File: src/rtl/spi_reg_bridge.sv
// spi_reg_bridge
//   SPI mode-0 slave that turns host frames into single-cycle register-file
//   accesses. A frame is a CMD byte {r_wn, reserved[1:0], addr[4:0]} followed by
//   DATA_W data bits, MSB first. Every SPI input is oversampled in the clk domain,
//   and no logic runs on spi_sclk.
// Ports
//   clk, reset        system clock, synchronous active-high reset
//   spi_sclk/cs_n/mosi SPI inputs (asynchronous to clk)
//   spi_miso          read data out, 0 whenever the bridge is not driving read bits
//   reg_addr/r_wn     access address / direction, held after reg_req
//   reg_wdata         write data, valid with reg_req when reg_r_wn=0
//   reg_req           one-clk access strobe
//   reg_rdata         read data, sampled 1 clk after a read reg_req
//   busy              frame in progress (state != IDLE)
//   frame_err         one-clk pulse on an aborted or rejected frame
module spi_reg_bridge #(
  parameter int ADDR_W      = 5,   // must be <= 6 to leave at least one reserved CMD bit
  parameter int DATA_W      = 32,
  parameter int SYNC_STAGES = 2
) (
  input  logic              clk,
  input  logic              reset,
  input  logic              spi_sclk,
  input  logic              spi_cs_n,
  input  logic              spi_mosi,
  output logic              spi_miso,
  output logic [ADDR_W-1:0] reg_addr,
  output logic              reg_r_wn,
  output logic [DATA_W-1:0] reg_wdata,
  output logic              reg_req,
  input  logic [DATA_W-1:0] reg_rdata,
  output logic              busy,
  output logic              frame_err
);

  localparam int CNT_W = $clog2(DATA_W) + 1;

  typedef enum logic [2:0] {
    S_IDLE, S_CMD, S_RD_REQ, S_RD_CAP, S_DATA, S_WR_REQ, S_DRAIN
  } state_t;

  // Synchronisers are deliberately left out of reset. They keep tracking the pins
  // while reset is held, so a CS_n that is already low at release produces no
  // false fall edge. The bridge then waits in IDLE until CS_n has gone high and
  // falls again.
  logic [SYNC_STAGES-1:0] r_sclk_sync, r_cs_sync, r_mosi_sync;
  logic                   r_sclk_prev, r_cs_prev;

  always_ff @(posedge clk) begin
    r_sclk_sync <= {r_sclk_sync[SYNC_STAGES-2:0], spi_sclk};
    r_cs_sync   <= {r_cs_sync[SYNC_STAGES-2:0],   spi_cs_n};
    r_mosi_sync <= {r_mosi_sync[SYNC_STAGES-2:0], spi_mosi};
    r_sclk_prev <= r_sclk_sync[SYNC_STAGES-1];
    r_cs_prev   <= r_cs_sync[SYNC_STAGES-1];
  end

  logic w_sclk, w_cs, w_mosi;
  logic w_rise, w_fall, w_cs_fall, w_cs_rise;
  assign w_sclk    = r_sclk_sync[SYNC_STAGES-1];
  assign w_cs      = r_cs_sync[SYNC_STAGES-1];
  assign w_mosi    = r_mosi_sync[SYNC_STAGES-1];
  assign w_rise    =  w_sclk & ~r_sclk_prev;
  assign w_fall    = ~w_sclk &  r_sclk_prev;
  assign w_cs_fall = ~w_cs   &  r_cs_prev;
  assign w_cs_rise =  w_cs   & ~r_cs_prev;

  state_t            r_state, w_state_nxt;
  logic [CNT_W-1:0]  r_cnt;
  logic [6:0]        r_cmd;
  logic [DATA_W-2:0] r_rx;
  logic [DATA_W-1:0] r_tx;
  logic              r_miso, r_rwn, r_bad, r_err, w_err;
  logic [ADDR_W-1:0] r_addr;
  logic [DATA_W-1:0] r_wdata;

  logic [7:0]        w_cmd_nxt;
  logic [DATA_W-1:0] w_rx_nxt;
  logic              w_cmd_last, w_data_last, w_rsvd_bad;
  assign w_cmd_nxt   = {r_cmd, w_mosi};
  assign w_rx_nxt    = {r_rx, w_mosi};
  assign w_cmd_last  = (r_cnt == CNT_W'(7));
  assign w_data_last = (r_cnt == CNT_W'(DATA_W - 1));
  assign w_rsvd_bad  = |w_cmd_nxt[6:ADDR_W];

  always_ff @(posedge clk) begin
    if (reset) r_state <= S_IDLE;
    else       r_state <= w_state_nxt;
  end

  // A CS_n rise out of any active state returns to IDLE. It is flagged as an
  // error unless the frame already finished cleanly: write strobed, read fully
  // shifted, or not rejected on its reserved bits.
  always_comb begin
    w_state_nxt = r_state;
    w_err       = 1'b0;
    case (r_state)
      S_IDLE:   if (w_cs_fall) w_state_nxt = S_CMD;
      S_CMD: begin
        if (w_cs_rise) begin
          w_state_nxt = S_IDLE;
          w_err       = 1'b1;
        end else if (w_rise && w_cmd_last) begin
          if (w_rsvd_bad)        w_state_nxt = S_DRAIN;
          else if (w_cmd_nxt[7]) w_state_nxt = S_RD_REQ;
          else                   w_state_nxt = S_DATA;
        end
      end
      S_RD_REQ: begin
        w_state_nxt = w_cs_rise ? S_IDLE : S_RD_CAP;
        w_err       = w_cs_rise;
      end
      S_RD_CAP: begin
        w_state_nxt = w_cs_rise ? S_IDLE : S_DATA;
        w_err       = w_cs_rise;
      end
      S_DATA: begin
        if (w_cs_rise) begin
          w_state_nxt = S_IDLE;
          w_err       = 1'b1;
        end else if (w_rise && w_data_last) begin
          w_state_nxt = r_rwn ? S_DRAIN : S_WR_REQ;
        end
      end
      S_WR_REQ: w_state_nxt = w_cs_rise ? S_IDLE : S_DRAIN;
      S_DRAIN: begin
        if (w_cs_rise) begin
          w_state_nxt = S_IDLE;
          w_err       = r_bad;
        end
      end
      default:  w_state_nxt = S_IDLE;
    endcase
  end

  always_ff @(posedge clk) begin
    if (reset) begin
      r_cnt   <= '0;
      r_cmd   <= '0;
      r_rx    <= '0;
      r_tx    <= '0;
      r_miso  <= 1'b0;
      r_rwn   <= 1'b1;
      r_addr  <= '0;
      r_wdata <= '0;
      r_bad   <= 1'b0;
      r_err   <= 1'b0;
    end else begin
      r_err <= w_err;
      case (r_state)
        S_IDLE: begin
          r_cnt <= '0;
          r_cmd <= '0;
          r_rx  <= '0;
          r_bad <= 1'b0;
        end
        S_CMD: begin
          if (w_rise) begin
            r_cmd <= w_cmd_nxt[6:0];
            r_cnt <= r_cnt + CNT_W'(1);
            if (w_cmd_last) begin
              r_cnt <= '0;
              r_bad <= w_rsvd_bad;
              // Keep outputs from the last good access when the frame is rejected
              if (!w_rsvd_bad) begin
                r_addr <= w_cmd_nxt[ADDR_W-1:0];
                r_rwn  <= w_cmd_nxt[7];
              end
            end
          end
        end
        S_RD_CAP: r_tx <= reg_rdata;
        S_DATA: begin
          if (w_rise) begin
            r_cnt <= r_cnt + CNT_W'(1);
            r_rx  <= w_rx_nxt[DATA_W-2:0];
            if (w_data_last && !r_rwn) r_wdata <= w_rx_nxt;
          end
          if (w_fall && r_rwn) r_tx <= {r_tx[DATA_W-2:0], 1'b0};
        end
        default: ;
      endcase
      // MISO only carries read bits while in DATA; every exit forces it low
      if (w_state_nxt != S_DATA)
        r_miso <= 1'b0;
      else if (r_state == S_DATA && w_fall && r_rwn)
        r_miso <= r_tx[DATA_W-1];
    end
  end

  assign spi_miso  = r_miso;
  assign reg_addr  = r_addr;
  assign reg_r_wn  = r_rwn;
  assign reg_wdata = r_wdata;
  assign reg_req   = (r_state == S_RD_REQ) || (r_state == S_WR_REQ);
  assign busy      = (r_state != S_IDLE);
  assign frame_err = r_err;

endmodule

File: config.mk
export PLATFORM = sky130hd
export DESIGN_NAME = spi_reg_bridge
export DESIGN_NICKNAME = d
export VERILOG_FILES = /design/src/rtl/spi_reg_bridge.sv
export SDC_FILE = /design/constraint.sdc
export NUM_CORES = 1
export LEC_CHECK = 0
export BUFFER_PORTS_ARGS = -buffer_cell sky130_fd_sc_hd__clkbuf_2
export CORE_MARGIN = 8
export CORE_UTILIZATION = 35
export CTS_CLUSTER_DIAMETER = 30
export DETAILED_ROUTE_END_ITERATION = 10
export GPL_TIMING_DRIVEN = 0
export HOLD_SLACK_MARGIN = 0.15
export PLACE_DENSITY = 0.53
export SLEW_MARGIN = 25
export SYNTH_ARGS = -nofsm -noshare
export SYNTH_HDL_FRONTEND = slang
export SYNTH_SLANG_ARGS = --single-unit
File: constraint.sdc
create_clock -name clk -period 3.09 [get_ports clk]
set_clock_uncertainty 0.1 [all_clocks]
set_input_delay 0.309 -clock clk [delete_from_list [all_inputs] [get_ports clk]]
set_output_delay 0.309 -clock clk [all_outputs]
set_load 0.01 [all_outputs]
==> results.json, run 1 <==
{
  "cts_buffers": 17,
  "crit_top_cell": "clkbuf_1",
  "ys_top_cells_by_area": "dfxtp_1 (52%), nand2_1 (14%), a21oi_1 (7.9%)",
  "cp.required_ns": 2.68,
  "wl_per_cell_um": 13.5,
  "worstPathCellList": "clkbuf_1, nor3_1, clkinv_1, clkbuf_1, clkbuf_2",
  "final_common_cell": "nand2_1",
  "hpwl_mm": 8.93,
  "slew_headroom_pct": 55.6,
  "cts_resized": 0,
  "clk_latency_ns": 0.41,
  "drt_iter0_drc": 220,
  "finalHoldViolations": 0,
  "avgSynthCellArea_um2": 8.02,
  "grt_pass1_vias": 4567,
  "diodes": 0,
  "netlist_area_um2": 4970,
  "cts.clk_slew.worst_paths_ns": 0.06,
  "p_total_mw": 3.60,
  "dr.pass1.iters": 4,
  "die_area_um2": 18300,
  "yosysWarnings": 0,
  "clock_sinks": 128,
  "detail_route.drc_violations": 0,
  "cts_tree": "built",
  "syn_inst": 619,
  "synth_top_area_share_pct": 51.6,
  "ant_nets": 0,
  "cp.arrival_ns": 2.27,
  "vias": 4606,
  "hold_buffers": 35,
  "setup_viol": 0,
  "synth_top_area_cell": "dfxtp_1",
  "die_h_um": 135,
  "synth-main-ff-cell": "dfxtp_1",
  "fin_crit_ns": 2.67,
  "final_max_slew_viol_count": 0,
  "vdd_drop_max_v": 0.000356,
  "worst_pin_slew_ns": 0.661,
  "cts_max_path_buffers": 2,
  "start_util_pct": 35.8,
  "place.gp.congestion": 0.787,
  "final_cell_mix": "nand2_1 (182), dfxtp_1 (128), a21oi_1 (78)",
  "critPathKind": "flop to output pin",
  "slowest_stage": "nor3_1",
  "crit_buf_inv": 4,
  "holdCritPathClass": "flop to flop",
  "area_growth_pct": 30.3,
  "fmax_mhz": 374,
  "start_kind": "flop",
  "via_per_inst": 4.88,
  "grt_max_degree": 17,
  "drive_above_1_share_pct": 15.6,
  "fill_cells": 1375,
  "io_pins": 79,
  "grt_remaining_overflow": 0,
  "cts_setup_buffers": 0,
  "status": "completed",
  "root_buffer": "clkbuf_16",
  "power.leakage_nw": 2.38,
  "netlist-cell-type-count": 41,
  "die_width_um": 135,
  "h-tree-depth": 4,
  "rsz0062_at_grt": "no",
  "grt_usage_pct": 14.6,
  "yosysSeqAreaShare_pct": 51.6,
  "drt-total-wl_mm": 12.7,
  "fin_nets": 788,
  "syn-num-nets": 657,
  "portBuffers": 77,
  "critPathTopFamily": "buffers and inverters",
  "min_period_over_period_pct": 86.6,
  "grt_pass1_wl_mm": 21.7,
  "synth_edf_count": 0,
  "cpPeakStageDelay_ns": 0.38,
  "end_kind": "output pin",
  "tns_ns": 0,
  "ys_ff_latch": 128,
  "path_max_fanout": 10,
  "power.density_nw_per_um2": 556,
  "async_reset_ff_share_pct": 0,
  "antenna_found_initial": 0,
  "rows": 43,
  "coreArea_um2": 13900,
  "maxCapViolations": 0,
  "finish.utilization_pct": 46.6
}
[per-layer routing]
layer	GRT usage, %	share of wire [%]	wire length, um	up-vias
met5	0	0	0	-
met4	6.23	1.4	173	0
met3	4.57	5.4	684	14
met2	23.5	46	5870	97
met1	17.6	47	6010	2118
li1	-	-	-	2377
[power breakdown]
part           total (mW)  switching, mW  internal (mW)
registers            1.66        0.00407           1.66
clock network        1.83          0.710           1.12
logic               0.108         0.0512         0.0565
total                3.60          0.765           2.83
[kinds of logic after synthesis]
logic type | count (synthesis) | share of synthesized area [%]
DFF | 128 | 51.6
xor gates and xnor gates | 3 | 0.529
AOI/OAI and AO/OA | 119 | 14.9
buffers and inverters | 51 | 4.06
muxes | 8 | 1.61
and+or+nand+nor | 308 | 26.8
adders and majority gates | 2 | 0.479
[per-stage QoR]
| stage | hold WS [ns] | setup WS, ns | instances | area, um^2 |
|---|---|---|---|---|
| floorplan | 0.210 | 1.22 | 619 | 4970 |
| global placement | 0.217 | 0.721 | 876 | 5580 |
| detailed placement | 0.215 | 0.705 | 876 | 5580 |
| CTS | 0.232 | 0.378 | 943 | 6470 |
| global route | 0.246 | 0.216 | 943 | 6470 |
| finish | 0.228 | 0.415 | 943 | 6470 |
[cell usage after synthesis, types with 2 or more instances]
master    count
nand4_1       2
buf_2         8
nor2b_1       3
mux2i_1       8
nor3b_1       2
clkbuf_1     36
xnor2_1       3
inv_1         3
nand2_1     182
buf_1         3
nand3_1      43
a311oi_1     31
dfxtp_1     128
nor2_1       51
nand3b_1      3
nand4b_1      2
nor3_1        4
nand2b_1      5
a21oi_1      78
or4_1         2
o21ai_0       2
[layout make-up]
type / instances / area [um^2] / area share, %
flip-flops and latches: 128 / 2560 / 39.6
multi-input cells: 440 / 2200 / 34.0
repair buffers: 112 / 736 / 11.4
clock buffers: 21 / 450 / 6.96
well taps: 180 / 225 / 3.48
plain buffers: 47 / 186 / 2.88
clock inverters: 11 / 91.3 / 1.41
inverters: 4 / 15.0 / 0.232
[sequential cells by signal (all words and copies together), names as in the netlist, 2 cells and up]
name,count
reg_addr,5
r_sclk_sync,2
r_cmd,7
r_rx,31
r_cs_sync,2
r_mosi_sync,2
r_cnt,6
r_tx,32
r_state,3
reg_wdata,32
[worst register-to-register path, cell delays in order, from the launching register on]
cell	delay (ns)
dfxtp_1	0.37
ha_1	0.22
nand2_1	0.09
nor3_1	0.52
nand4_1	0.57
a211o_1	0.43
[path summary, 6_finish.rpt]
kind / start / to / slack, ns / cells after the start
setup / recovery: r_state[2] / busy / 0.42 / 5
setup reg to reg: r_cnt[0] / reg_r_wn / 0.69 / 5
hold reg to reg: r_sclk_sync[0] / r_sclk_sync[1] / 0.23 / 0
hold / removal: r_sclk_sync[0] / r_sclk_sync[1] / 0.23 / 0
No activity file was read; power rests on OpenSTA's default activity.
==> inputs of run 2 (changes only) <==
--- a/config.mk
+++ b/config.mk
@@ -5,6 +5,7 @@
 export SDC_FILE = /design/constraint.sdc
 export NUM_CORES = 1
 export LEC_CHECK = 0
+export ABC_AREA = 1
 export BUFFER_PORTS_ARGS = -buffer_cell sky130_fd_sc_hd__clkbuf_2
 export CORE_MARGIN = 8
 export CORE_UTILIZATION = 35
==> constraint.sdc (replaced) <==
create_clock -name clk -period 3.09 [get_ports clk]
set_clock_uncertainty 0.1 [all_clocks]
set_input_delay 0.618 -clock clk [delete_from_list [all_inputs] [get_ports clk]]
set_output_delay 0.618 -clock clk [all_outputs]
set_load 0.01 [all_outputs]
==> run 2 against run 1 <==
  * Die area grew 2.0%
  * Clock power grew 13%
  * Via count shrank 1.5%
  * Sequential share of layout area grew 0.99 points
  * Global-route usage shrank 0.50 points
  * Synthesized cell count grew 5.0%
  * Design area shrank 2.4%
  * Maximum frequency grew 24%
  * Cell count is the same
  * Core utilization shrank 2.7 points
  * Non-clock buffer count shrank 43
  * Total power grew 7.7%
==> results.json, run 2 <==
{
  "fin_nets": 785,
  "power.leakage_nw": 2.53,
  "clock_sinks": 128,
  "cp.required_ns": 2.37,
  "dp_cells": 912,
  "wl_per_cell_um": 13.5,
  "diodes": 0,
  "layoutNonFillerInstCount": 943,
  "final_common_cell": "nand2_1",
  "cts.clk_slew.worst_paths_ns": 0.06,
  "place.gp.congestion": 0.826,
  "cts_buffers": 17,
  "holdCritPathClass": "primary input to flop",
  "syn_inst": 650,
  "ant_nets": 0,
  "final_cell_mix": "nand2_1 (158), dfxtp_1 (128), clkbuf_2 (79)",
  "finish.utilization_pct": 43.9,
  "maxCapViolations": 0,
  "start_util_pct": 35.4,
  "rsz0062_at_grt": "no",
  "hpwl_mm": 9.07,
  "cts_resized": 0,
  "grt_max_degree": 17,
  "worst_pin_slew_ns": 0.590,
  "synth-main-ff-cell": "dfxtp_1",
  "vdd_drop_max_v": 0.000348,
  "grt_pass1_vias": 4258,
  "slew_headroom_pct": 60.6,
  "portBuffers": 78,
  "grt_pass1_wl_mm": 20.8,
  "netlist_area_um2": 5080,
  "h-tree-depth": 4,
  "cts_tree": "built",
  "area_growth_pct": 24.2,
  "placed_area_um2": 5700,
  "final_max_slew_viol_count": 0,
  "min_from": "spi_cs_n",
  "die_h_um": 136,
  "start_kind": "flop",
  "fin_crit_ns": 2.16,
  "whs_ns": 0.201,
  "r2r_setup_slack_ns": 1.05,
  "avgSynthCellArea_um2": 7.82,
  "synth_top_area_share_pct": 50.4,
  "status": "completed",
  "yosys.cell_count.top_type": "nand2_1",
  "finalHoldViolations": 0,
  "coreArea_um2": 14400,
  "vias": 4536,
  "drive_above_1_share_pct": 21.6,
  "rows": 44,
  "fmax_mhz": 462,
  "drt-total-wl_mm": 12.7,
  "antenna_found_initial": 0,
  "root_buffer": "clkbuf_16",
  "power.density_nw_per_um2": 613,
  "synth_top_area_cell": "dfxtp_1",
  "grt_remaining_overflow": 0,
  "path_max_fanout": 6,
  "min_period_over_period_pct": 70.0,
  "tns_ns": 0,
  "io_pins": 79,
  "syn-num-nets": 688,
  "synth_edf_count": 0,
  "fill_cells": 1492,
  "fin_area_um2": 6310,
  "netlist-cell-type-count": 29,
  "yosysWarnings": 0,
  "setup_ws_ns": 0.927,
  "ys_ff_latch": 128,
  "hold_end": "r_cs_sync[0]",
  "reg2regPathDepth": 7,
  "cts_setup_buffers": 0,
  "cp.arrival_ns": 1.45,
  "detail_route.drc_violations": 0,
  "clk_latency_ns": 0.42,
  "grt_usage_pct": 14.1,
  "end_kind": "output pin",
  "p_total_mw": 3.87,
  "drt_iter0_drc": 257,
  "via_per_inst": 4.81,
  "ys_top_cells_by_area": "dfxtp_1 (50%), nand2_1 (12%), a21oi_1 (5.2%)",
  "die_width_um": 136,
  "async_reset_ff_share_pct": 0,
  "r2r-end": "reg_wdata[17]",
  "setup_viol": 0,
  "synth_commonest_cells": "nand2_1 (158), dfxtp_1 (128), inv_1 (57), a21oi_1 (53), o21ai_0 (47)",
  "critPathKind": "flop to output pin",
  "hold_buffers": 0,
  "die_area_um2": 18600,
  "whs_path_depth": 1,
  "yosysSeqAreaShare_pct": 50.4,
  "pre_cts_ws_ns": 0.744,
  "cts_max_path_buffers": 2,
  "r2r_start": "r_cnt[1]",
  "dr.pass1.iters": 5
}
## run 2: cell types whose count changed after synthesis, sizes merged, moves of 6 or more
cell,before,now
a211oi,0,6
a311oi,31,0
a31oi,1,32
buf,11,18
clkbuf,36,20
inv,3,59
mux2i,8,0
nand2,182,161
nand2b,6,0
nand3,43,13
nor2,51,44
o21ai,2,79
## run 2: final cells by class
class                   instances  area (um^2)  area share (%)
clock inverters                11          164            2.60
inverters                      59          221            3.51
well taps                     184          230            3.65
multi-input cells             425         2100            33.2
flip-flops and latches        128         2560            40.6
clock buffers                  20          447            7.08
plain buffers                  38          200            3.17
repair buffers                 78          390            6.19
## run 2: per-layer routing
layer / track usage [%] / up-vias / wire [um]
met2: 20.8 / 109 / 5550
met3: 4.36 / 15 / 832
met1: 18.3 / 2068 / 6150
li1: - / 2344 / -
met5: 0 / - / 0
met4: 6.77 / 0 / 199
## run 2: critical path: stages, from the launching register on
cell      delay [ns]
dfxtp_1         0.46
inv_1           0.12
nor2_1          0.14
nand2_1         0.10
nand2_1         0.07
clkbuf_2        0.13
## run 2: worst max path at each step
stage	slack [ns]	end	from
after CTS	0.88	reg_req	r_state[1]
after floorplan	1.43	reg_wdata[11]	r_cnt[0]
after global placement	0.82	reg_wdata[22]	reset
after global routing	0.79	reg_req	r_state[1]
after detailed placement	0.74	reg_wdata[27]	reset
final	0.93	reg_req	r_state[1]
## run 2: logic make-up after synthesis
kind of cell,Yosys count,synth area share [%]
buffers and inverters,97,8.30
DFF,128,50.4
and+or+nand+nor,225,18.2
AOI/OAI and AO/OA,199,22.8
adders and majority gates,1,0.246
## run 2: power breakdown
group          internal [mW]  switching [mW]
sequential              1.66         0.00825
clock                   1.36           0.705
combinational         0.0458          0.0879
total                   3.07           0.801
==> inputs of run 3 (changes only) <==
==> constraint.sdc (replaced) <==
create_clock -name clk -period 2.24 [get_ports clk]
set_clock_uncertainty 0.1 [all_clocks]
set_input_delay 0.448 -clock clk [delete_from_list [all_inputs] [get_ports clk]]
set_output_delay 0.448 -clock clk [all_outputs]
set_load 0.01 [all_outputs]
==> run 3 against run 2 <==
  * Via count increased by 0.35%
  * Core utilization increased by 0.21 points
  * Design area grew 0.48%
  * Flip-flop and latch count unchanged
  * Routed wire length is 0.15% higher
  * First-iteration DRC count up 1.2%
  * Sequential power up 38%
  * Global-route usage hardly changed
  * Total power increased by 38%
  * Register-to-register slack worse by 0.83 ns
  * Clock power is 38% higher
  * Critical endpoint is now reg_wdata[17]
  * Highest routed layer unchanged
==> results.json, run 3 (synthesized netlist as in run 2, its figures left out) <==
{
  "grt_max_degree": 17,
  "min_period_over_period_pct": 90.2,
  "detail_route.drc_violations": 0,
  "cts.clk_slew.worst_paths_ns": 0.06,
  "vdd_drop_max_v": 0.000480,
  "grt_usage_pct": 14.1,
  "wl_per_cell_um": 13.5,
  "grt_pass1_vias": 4267,
  "layoutNonFillerInstCount": 946,
  "die_h_um": 136,
  "drt-total-wl_mm": 12.7,
  "cts_max_path_buffers": 2,
  "fmax_mhz": 495,
  "cts_buffers": 17,
  "tns_ns": 0,
  "worst_pin_slew_ns": 0.598,
  "finish.utilization_pct": 44.1,
  "setup_viol": 0,
  "rows": 44,
  "slowest_stage": "nor3_4",
  "die_width_um": 136,
  "dr.pass1.iters": 4,
  "antenna_found_initial": 0,
  "clock_sinks": 128,
  "final_max_slew_viol_count": 0,
  "path_max_fanout": 10,
  "cp.arrival_ns": 2.22,
  "grt_pass1_wl_mm": 20.8,
  "critPathKind": "flop to flop",
  "coreArea_um2": 14400,
  "portBuffers": 78,
  "rsz0062_at_grt": "no",
  "die_area_um2": 18600,
  "ant_nets": 0,
  "place.gp.congestion": 0.826,
  "start_util_pct": 35.4,
  "power.leakage_nw": 2.55,
  "slew_headroom_pct": 60.1,
  "area_growth_pct": 24.8,
  "io_pins": 79,
  "power.density_nw_per_um2": 843,
  "dp_cells": 912,
  "finalHoldViolations": 0,
  "drt_iter0_drc": 260,
  "fin_crit_ns": 2.02,
  "final_cell_mix": "nand2_1 (158), dfxtp_1 (128), clkbuf_2 (79)",
  "cts_resized": 0,
  "holdCritPathClass": "primary input to flop",
  "grt_remaining_overflow": 0,
  "cts_setup_buffers": 0,
  "vias": 4552,
  "root_buffer": "clkbuf_16",
  "whs_ns": 0.192,
  "clk_latency_ns": 0.42,
  "final_common_cell": "nand2_1",
  "start_kind": "flop",
  "maxCapViolations": 0,
  "drive_above_1_share_pct": 21.5,
  "cp.required_ns": 2.44,
  "hpwl_mm": 9.07,
  "via_per_inst": 4.81,
  "fin_nets": 788,
  "diodes": 0,
  "cpPeakStageDelay_ns": 0.45,
  "h-tree-depth": 4,
  "hold_buffers": 3,
  "cts_tree": "built",
  "p_total_mw": 5.35,
  "end_kind": "flop",
  "status": "completed",
  "worstPathCellList": "ha_1, nand2_2, nor2_2, nand2_1, nor3_4, buf_4, a21oi_2"
}
[run 3: final timing paths]
| path | from | end | slack (ns) | cells after the start |
|---|---|---|---|---|
| setup / recovery | r_cnt[0] | reg_wdata[17] | 0.22 | 7 |
| hold / removal | reg_rdata[23] | r_tx[23] | 0.19 | 3 |
| setup reg to reg | r_cnt[0] | reg_wdata[17] | 0.22 | 7 |
| hold reg to reg | r_cs_sync[0] | r_cs_sync[1] | 0.23 | 0 |
[run 3: where the power goes]
part           leakage [nW]  internal [mW]  switching, mW  total (mW)
clock                 0.296           1.88          0.974        2.85
combinational          1.22         0.0666          0.122       0.189
sequential             1.03           2.30         0.0113        2.31
[run 3: worst max-delay path: cells and delay by family, from the launching register on]
| kind | cells | cell delay, ns |
|---|---|---|
| DFF | 1 | 0.36 |
| buffers and inverters | 1 | 0.32 |
| AOI/OAI and AO/OA | 1 | 0.08 |
| and+or+nand+nor | 4 | 0.80 |
| adders and majority gates | 1 | 0.23 |
[run 3: metal layers]
layer  track usage, %  up-vias  share of wire (%)
met3             4.36       15                5.9
li1                 -     2349                  -
met1             18.3     2080                 49
met2             20.8      108                 44
met4             6.77        0                1.6
met5                0        -                  0
[run 3: layout make-up]
type / count / area (um^2)
inverter: 59 / 221
buffer: 38 / 200
sequential: 128 / 2560
clock inverter: 11 / 164
fill: 1489 / 8030
clock buffer: 20 / 447
timing repair buffer: 81 / 420
multi-input combinational: 425 / 2100
tap: 184 / 230
[run 3: metrics by stage]
stage / setup slack (ns) / instance area (um^2)
6_report: 0.219 / 6340
3_5_place_dp: 0.0642 / 5700
4_1_cts: 0.172 / 6340
2_1_floorplan: 0.576 / 5080
3_3_place_gp: 0.144 / 5700
5_1_grt: 0.0214 / 6340
